**src/rtl/adder_pkg.sv**
```systemverilog
// Shared constants, stage-count derivation and op-select encoding for the pipelined adder.
package adder_pkg;

   localparam int unsigned DefWidth = 128;
   localparam int unsigned DefSeg   = 32;

   typedef enum logic {
      OpAdd = 1'b0,
      OpSub = 1'b1
   } op_e;

   function automatic int unsigned calc_nseg(input int unsigned width, input int unsigned seg);
      return width / seg;
   endfunction

endpackage

```
**src/rtl/adder_seg_stage.sv**
```systemverilog
// One pipeline stage: adds slice Idx of the operands plus the incoming carry and registers
// the carry, the partial sum and the pass-through operands; holds everything while en_i=0.
module adder_seg_stage
   import adder_pkg::*;
#(
   parameter int unsigned Width = DefWidth,
   parameter int unsigned Seg   = DefSeg,
   parameter int unsigned Idx   = 0
) (
   input  logic             clk_i,
   input  logic             rst_i,
   input  logic             en_i,
   input  logic             valid_i,
   input  logic             carry_i,
   input  logic [Width-1:0] a_i,
   input  logic [Width-1:0] b_i,
   input  logic [Width-1:0] sum_i,
   output logic             valid_o,
   output logic             carry_o,
   output logic [Width-1:0] a_o,
   output logic [Width-1:0] b_o,
   output logic [Width-1:0] sum_o
);

   logic             valid_d, valid_q;
   logic             carry_d, carry_q;
   logic [Width-1:0] a_d, a_q;
   logic [Width-1:0] b_d, b_q;
   logic [Width-1:0] sum_d, sum_q;
   logic [Seg:0]     slice_sum;

   always_comb begin
      slice_sum = {1'b0, a_i[Idx*Seg +: Seg]} + {1'b0, b_i[Idx*Seg +: Seg]}
                  + {{Seg{1'b0}}, carry_i};
      valid_d = valid_i;
      carry_d = slice_sum[Seg];
      a_d     = a_i;
      b_d     = b_i;
      // Lower slices arrive already summed; only this stage's slice is filled in.
      sum_d                  = sum_i;
      sum_d[Idx*Seg +: Seg]  = slice_sum[Seg-1:0];
   end

   always_ff @(posedge clk_i) begin
      if (rst_i) begin
         valid_q <= 1'b0;
         carry_q <= 1'b0;
         a_q     <= '0;
         b_q     <= '0;
         sum_q   <= '0;
      end else if (en_i) begin
         valid_q <= valid_d;
         carry_q <= carry_d;
         a_q     <= a_d;
         b_q     <= b_d;
         sum_q   <= sum_d;
      end
   end

   assign valid_o = valid_q;
   assign carry_o = carry_q;
   assign a_o     = a_q;
   assign b_o     = b_q;
   assign sum_o   = sum_q;

endmodule

```
**src/rtl/adder_pipe.sv**
```systemverilog
// Pipelined WIDTH-bit adder, one SEG-bit ripple segment per stage, valid/ready on both sides.
// Define ADDER_SUB_EN to add the `sub` port (out0 = in0 - in1, out1 = not-borrow).
module adder_pipe
   import adder_pkg::*;
#(
   parameter int unsigned WIDTH = DefWidth,
   parameter int unsigned SEG   = DefSeg
) (
   input  logic             clk,
   input  logic             rst,
   input  logic             in_valid,
   output logic             in_ready,
   input  logic [WIDTH-1:0] in0,
   input  logic [WIDTH-1:0] in1,
`ifdef ADDER_SUB_EN
   input  logic             sub,
`endif
   output logic             out_valid,
   input  logic             out_ready,
   output logic [WIDTH-1:0] out0,
   output logic             out1
);

   localparam int unsigned NSEG = calc_nseg(WIDTH, SEG);

   if ((SEG == 0) || (SEG > WIDTH) || ((WIDTH % SEG) != 0)) begin : g_bad_cfg
      $error("adder_pipe: WIDTH must be a non-zero multiple of SEG");
   end

   logic             en;
   logic             carry_in;
   logic [WIDTH-1:0] b_in;
   logic [NSEG:0]    valid_s;
   logic [NSEG:0]    carry_s;
   logic [WIDTH-1:0] a_s   [NSEG+1];
   logic [WIDTH-1:0] b_s   [NSEG+1];
   logic [WIDTH-1:0] sum_s [NSEG+1];

   always_comb begin
      en = !valid_s[NSEG] || out_ready;
`ifdef ADDER_SUB_EN
      // Subtract as in0 + ~in1 + 1; the inverted operand and carry-in travel with the op.
      b_in     = (op_e'(sub) == OpSub) ? ~in1 : in1;
      carry_in = sub;
`else
      b_in     = in1;
      carry_in = 1'b0;
`endif
   end

   assign in_ready   = en;
   assign valid_s[0] = in_valid;
   assign carry_s[0] = carry_in;
   assign a_s[0]     = in0;
   assign b_s[0]     = b_in;
   assign sum_s[0]   = '0;

   for (genvar k = 0; k < NSEG; k++) begin : g_stage
      adder_seg_stage #(
         .Width (WIDTH),
         .Seg   (SEG),
         .Idx   (k)
      ) u_stage (
         .clk_i   (clk),
         .rst_i   (rst),
         .en_i    (en),
         .valid_i (valid_s[k]),
         .carry_i (carry_s[k]),
         .a_i     (a_s[k]),
         .b_i     (b_s[k]),
         .sum_i   (sum_s[k]),
         .valid_o (valid_s[k+1]),
         .carry_o (carry_s[k+1]),
         .a_o     (a_s[k+1]),
         .b_o     (b_s[k+1]),
         .sum_o   (sum_s[k+1])
      );
   end

   // Operands leaving the last stage are fully consumed.
   logic unused_pass;
   assign unused_pass = ^{a_s[NSEG], b_s[NSEG]};

   assign out_valid = valid_s[NSEG];
   assign out0      = sum_s[NSEG];
   assign out1      = carry_s[NSEG];

endmodule

```
**config.mk**
```make
export PLATFORM = sky130hd
export DESIGN_NAME = adder_pipe
export DESIGN_NICKNAME = d
export VERILOG_FILES = /design/src/rtl/adder_pkg.sv /design/src/rtl/adder_seg_stage.sv /design/src/rtl/adder_pipe.sv
export SDC_FILE = /design/constraint.sdc
export NUM_CORES = 2
export LEC_CHECK = 0
export ABC_AREA = 1
export CAP_MARGIN = 20
export CORE_MARGIN = 8
export CORE_UTILIZATION = 57
export CTS_CLUSTER_SIZE = 8
export DETAILED_ROUTE_END_ITERATION = 10
export GPL_ROUTABILITY_DRIVEN = 0
export PLACE_DENSITY = 0.81
export SLEW_MARGIN = 10
export SYNTH_ARGS = -nofsm -noshare
export SYNTH_HDL_FRONTEND = slang
export SYNTH_SLANG_ARGS = --single-unit
```
**constraint.sdc**
```tcl
create_clock -name clk -period 2.8 [get_ports clk]
set_input_delay 0.42 -clock clk [delete_from_list [all_inputs] [get_ports clk]]
set_output_delay 0.42 -clock clk [all_outputs]
set_load 0.03 [all_outputs]
```
---- Word-level counts from Yosys, hierarchy flattened ----
Cells that the tools add are included.
W data, S select, Z words.
word-level totals
  word-level logic and storage cells ...... 27
  input bits .............................. 260
  output and inout port bits .............. 131
  register bits after elaboration ......... 1096
cells by class
  reduce and logical (&&, ||, !) cells .... 2
  add/subtract/negate cells ............... 7
operators by type and width
  operator            number
  $add A32 B32 Y33    4
  $add A33 B1 Y33     3
  $logic_not A1 Y1    1
  $logic_or A1 B1 Y1  1

---- Depth between registers and ports, before layout ----
  depth in word-level cells ............... 2
  gate-level depth with buffers ........... 13
  mapped depth without buffers ............ 13

---- By module ----
Synthesis repeated with hierarchy kept, for this count alone.
unflattened totals
  cells, all modules ...................... 8860
  area, all modules ....................... 62945.4 µm²
modules (own cells, without submodules)
  module                                     cells each  area each (µm²)  seq. area each (µm²)  instances
  adder_seg_stage at g_stage[0].u_stage ...  2217        15736.3          7727.4                2
  adder_seg_stage at g_stage[2].u_stage      2211        15767.6          7727.4                1
  adder_seg_stage at g_stage[3].u_stage      2212        15693.8          7727.4                1
  adder_pipe                                 3           11.3             0.0                   1

---- Least setup slack after synthesis ----
No wires, ideal clock.
  kind .................................... register to register
  from .................................... register g_stage[0].u_stage.b_q[32]
  to ...................................... register g_stage[1].u_stage.sum_q[52]
  library setup time ...................... 0.109 ns
  arrival ................................. 1.943 ns
  period minus slack after synthesis ...... 2.052 ns
  buffers on the path ..................... 0
  path slack .............................. 0.748 ns
  data required time ...................... 2.691 ns
  stages on the path, launching flop included .. 13
  cell sequence ........................... dfxtp_1 fa_1 fa_1 nand3_1 nand3_1 nand3_1 nand3_1 nand3_1 nand2_1 nand2_1 nand3_1 nand2_1 inv_1
between the ends
  longest elaborated chain between the ends .. 2
ends and longest elaborated chain
  element                 line                   source
  from (decl)             adder_seg_stage.sv:28  logic [Width-1:0] b_d, b_q;
  from (signal assigned)  adder_seg_stage.sv:49  b_q <= '0;
  from (signal assigned)  adder_seg_stage.sv:55  b_q <= b_d;
  $add A32 B32 Y33        adder_seg_stage.sv:33  slice_sum = {1'b0, a_i[Idx*Seg +: Seg]} + {1'b0, b_i[Idx*Seg +: Seg]}
  $add A33 B1 Y33         adder_seg_stage.sv:34  + {{Seg{1'b0}}, carry_i};
  to (signal assigned)    adder_seg_stage.sv:56  sum_q <= sum_d;
  to (decl)               adder_seg_stage.sv:29  logic [Width-1:0] sum_d, sum_q;
No other way between the ends.
A chain may end at the register's enable or synchronous reset.

---- Worst setup path after layout ----
  from .................................... register g_stage[1].u_stage.b_q[64]
  to ...................................... register g_stage[2].u_stage.sum_q[88]
between the ends
  longest elaborated chain between the ends .. 2
ends and longest elaborated chain
  element                 line
  from (decl)             adder_seg_stage.sv:28
  from (signal assigned)  adder_seg_stage.sv:49
  from (signal assigned)  adder_seg_stage.sv:55
  $add A32 B32 Y33        adder_seg_stage.sv:33
  $add A33 B1 Y33         adder_seg_stage.sv:34
  to (signal assigned)    adder_seg_stage.sv:56
  to (decl)               adder_seg_stage.sv:29
No other way between the ends.

==> flow_summary.toml <==
[logic_synthesis]
synth_fp_nets = 5562
synth_seq_area_share_pct = 41.29
synth_top_area_share_pct = 41.29
postSynthCellCount = 5170
avgSynthCellArea_um2 = 6.677
synth_seq_cells = 712
netlist_top_cells_area = "dfxtp_1 41%, nor2_1 15%, o21ai_0 10%"
yosys.area.top_type = "dfxtp_1"
yosysWarnings = 0
syn_area_mm2 = 0.03452
yosysUniqueCellTypes = 33

[timing]
fin_worst_skew_ns = 0.03501
rsz0062_at_grt = "no"
max-slew-margin-rel_pct = 58.81
slew_violations = 0
fmax_ghz = 0.3979
worst_pin_slew_ns = 0.6178
fin_crit_ns = 2.513
setup-violations-final = 0
final-hold-violation-count = 0
finalSetupTns_ns = 0
post-route-period-util_pct = 89.77

[run_status]
status = "finished, final reports clean"

[drt]
top_layer = "met4"
first_pass_iters = 6
routed-wl-met2_um = 44410
routed_wl_um = 95810
wire_per_inst_um = 15.25
drtAntennaViolNets = 0
drt_iter0_markers = 2671
wl_met3_um = 7178
drc = 0
vias = 32830
vias_per_cell = 5.224
met1_length_um = 40810

[pwr]
max-vdd-ir-drop_mv = 0.5065
p_leak_nw = 22.58
switching_power_w = 0.006655
clkPwrFrac_pct = 42.1
power_w = 0.02525
internal_power_w = 0.01859
p_sw_share_pct = 26.36
p_seq_share_pct = 44.8
combPwrFrac_pct = 13.2
p_per_area_mw_per_mm2 = 603.2

[clock_tree]
post_cts_buffers = 0
holdBufCountCts = 0
root_buffer = "clkbuf_16"
cts_max_level = 3
clock_path_buffers = 3
cts_tree = "done"
insertion_delay_ns = 0.65
clock-sinks = 712
cts_resized = 0
clkSlewWorstSetupHoldPaths_ns = 0.06
numCtsBuffers = 99

[cells_and_area]
seq_area_mm2 = 0.01425
n_fill_cell = 5051
multi_input_area_mm2 = 0.01675
drive_gt1_share_pct = 4.436
nNetsFinal = 5885
synthToLayoutAreaGrowth_pct = 21.25
postLayoutCoreUtil_pct = 69.61
fin_cells = 6283

[global_route]
grt-ovfl-total = 0
antenna_found_initial = 1
grt_usage_pct = 27.23
grt_max_degree = 165
grt_pass1_vias = 30680
grt_pass1_wl_um = 152800

[worst_hold_path]
holdCritPathClass = "input pin to register"
hold_end = "g_stage[0].u_stage.a_o[33]"
holdPathStages = 3
min-delay-start = "in0[33]"

[critical_path]
worstSetupStartpointType = "register"
cp.arrival_ns = 3.04
end_kind = "register"
rrSetupSlack_ns = 0.29
crit_type = "register to register"
crit_fanout = 4
cp.required_ns = 3.33
worstReg2RegStart = "g_stage[1].u_stage.b_o[64]"
reg2reg_depth = 12
r2r-end = "g_stage[2].u_stage.sum_o[88]"

[run]
timing.max_cap.violations = 0

[floorplan]
fp-row-count = 90
core_mm2 = 0.06013
start_util_pct = 57.41
fp.dieArea_mm2 = 0.06870
num_io_pins = 391
die_w_um = 262.1
die_h_um = 262.1

[placement]
place_inst = 6174
dp_hpwl_um = 70420
portBuffers = 390
==> sequential cells by signal, summed over array words and instances, names as in the netlist <==
signal                   cells
g_stage.u_stage.a_o        192
g_stage.u_stage.b_o        192
g_stage.u_stage.carry_o      4
g_stage.u_stage.sum_o      320
g_stage.u_stage.valid_o      4
==> layout make-up <==
| cell class | count | area share, % |
|---|---|---|
| multi-input combinational | 3582 | 40.01 |
| sequential | 712 | 34.05 |
| timing repair buffer | 457 | 11.39 |
| clock buffer | 102 | 6.071 |
| inverter | 641 | 5.784 |
| tap | 782 | 2.338 |
| clock inverter | 6 | 0.3468 |
| antenna | 1 | 0.005979 |
==> critical path, cell delays in order (launching register included) <==
cell     delay [ns]
dfxtp_1        0.32
fa_1           0.50
fa_1           0.48
nand3_1        0.12
nand3_1        0.17
nand2_1        0.17
nand2_1        0.13
nand2_1        0.15
nand3_1        0.12
nand2_1        0.07
nand3_1        0.07
nand2_1        0.07
inv_1          0.04
==> layout by cell type (no fill, tap or decap), types with 3 or more instances in the layout <==
master,Yosys,routed
nor2_2,11,10
dfxtp_1,712,712
o21ai_0,711,711
o211ai_1,3,3
nand3_2,11,11
o21bai_1,71,71
nor3_1,20,20
inv_2,12,10
nand4_1,14,14
nand2_2,25,25
ha_1,125,125
xnor2_1,7,7
nor2_1,1336,1336
inv_1,628,628
a21oi_1,92,92
xor2_1,49,49
nand3_1,160,160
nor2_4,4,5
clkinv_16,0,4
clkbuf_16,0,101
fa_1,7,7
clkdlybuf4s50_1,0,389
o21bai_2,4,4
nand2_1,918,918
buf_4,56,39
nand3b_1,3,3
buf_12,0,29
==> synth_stat cells <==
cell       instances
nand3_1          160
inv_1            628
xor2_1            49
and2_0             2
o211ai_1           3
nor2_2            11
clkinv_1           1
a21oi_1           92
or2_2              1
buf_4             56
nand4_1           14
and2_1             2
dfxtp_1          712
nor2_1          1336
buf_1              5
inv_2             12
a21o_1             2
nor2_4             4
o2111ai_1          2
buf_2             22
clkbuf_1         152
nand3_2           11
nor3_1            20
a31oi_1            2
fa_1               7
nand3b_1           3
nand2_2           25
o21ai_0          711
o21bai_2           4
o21bai_1          71
xnor2_1            7
ha_1             125
nand2_1          918
==> kinds of logic after synthesis <==
family | Yosys count | share of synthesized area, %
compound gates | 887 | 13.51
xor+xnor | 56 | 1.421
fa+ha+maj | 132 | 4.936
buf+inv | 876 | 10.21
flops | 712 | 41.29
simple gates | 2507 | 28.63
==> worst max path at each step <==
stage / startpoint / endpoint / slack, ns
after floorplan: g_stage[0].u_stage.b_o[32] / g_stage[1].u_stage.sum_o[52] / 0.75
after global placement: in0[0] / g_stage[0].u_stage.sum_o[28] / 0.26
after detailed placement: in0[0] / g_stage[0].u_stage.sum_o[20] / 0.23
after CTS: g_stage[1].u_stage.b_o[64] / g_stage[2].u_stage.sum_o[88] / 0.30
after global routing: g_stage[1].u_stage.b_o[64] / g_stage[2].u_stage.sum_o[92] / 0.19
final: g_stage[1].u_stage.b_o[64] / g_stage[2].u_stage.sum_o[88] / 0.29
==> per-stage QoR <==
| stage | setup slack (ns) | hold WS, ns | instance area, um2 |
|---|---|---|---|
| floorplan | 0.7477 | 0.4297 | 34520 |
| CTS | 0.3011 | 0.3539 | 41850 |
| detailed placement | 0.2307 | 0.4651 | 39170 |
| global route | 0.1860 | 0.3891 | 41850 |
| finish | 0.2865 | 0.3907 | 41860 |
| global placement | 0.2641 | 0.4560 | 39170 |
==> metal layers <==
layer  vias up  global-route usage, %
li1      16660                      -
met1     14830                  34.94
met2      1135                  45.64
met3       206                  4.339
met4         0                  10.84
met5         -                      0
==> power groups by stage <==
stage,logic (W),registers [W],clock network [W]
finish,0.00333,0.0113,0.0106
global placement,0.00323,0.0115,0
CTS,0.00332,0.0113,0.0108
detailed placement,0.00328,0.0115,0
floorplan,0.00185,0.0115,0
global route,0.00370,0.0114,0.0112
Note: power is estimated with default switching activity, not from simulation.
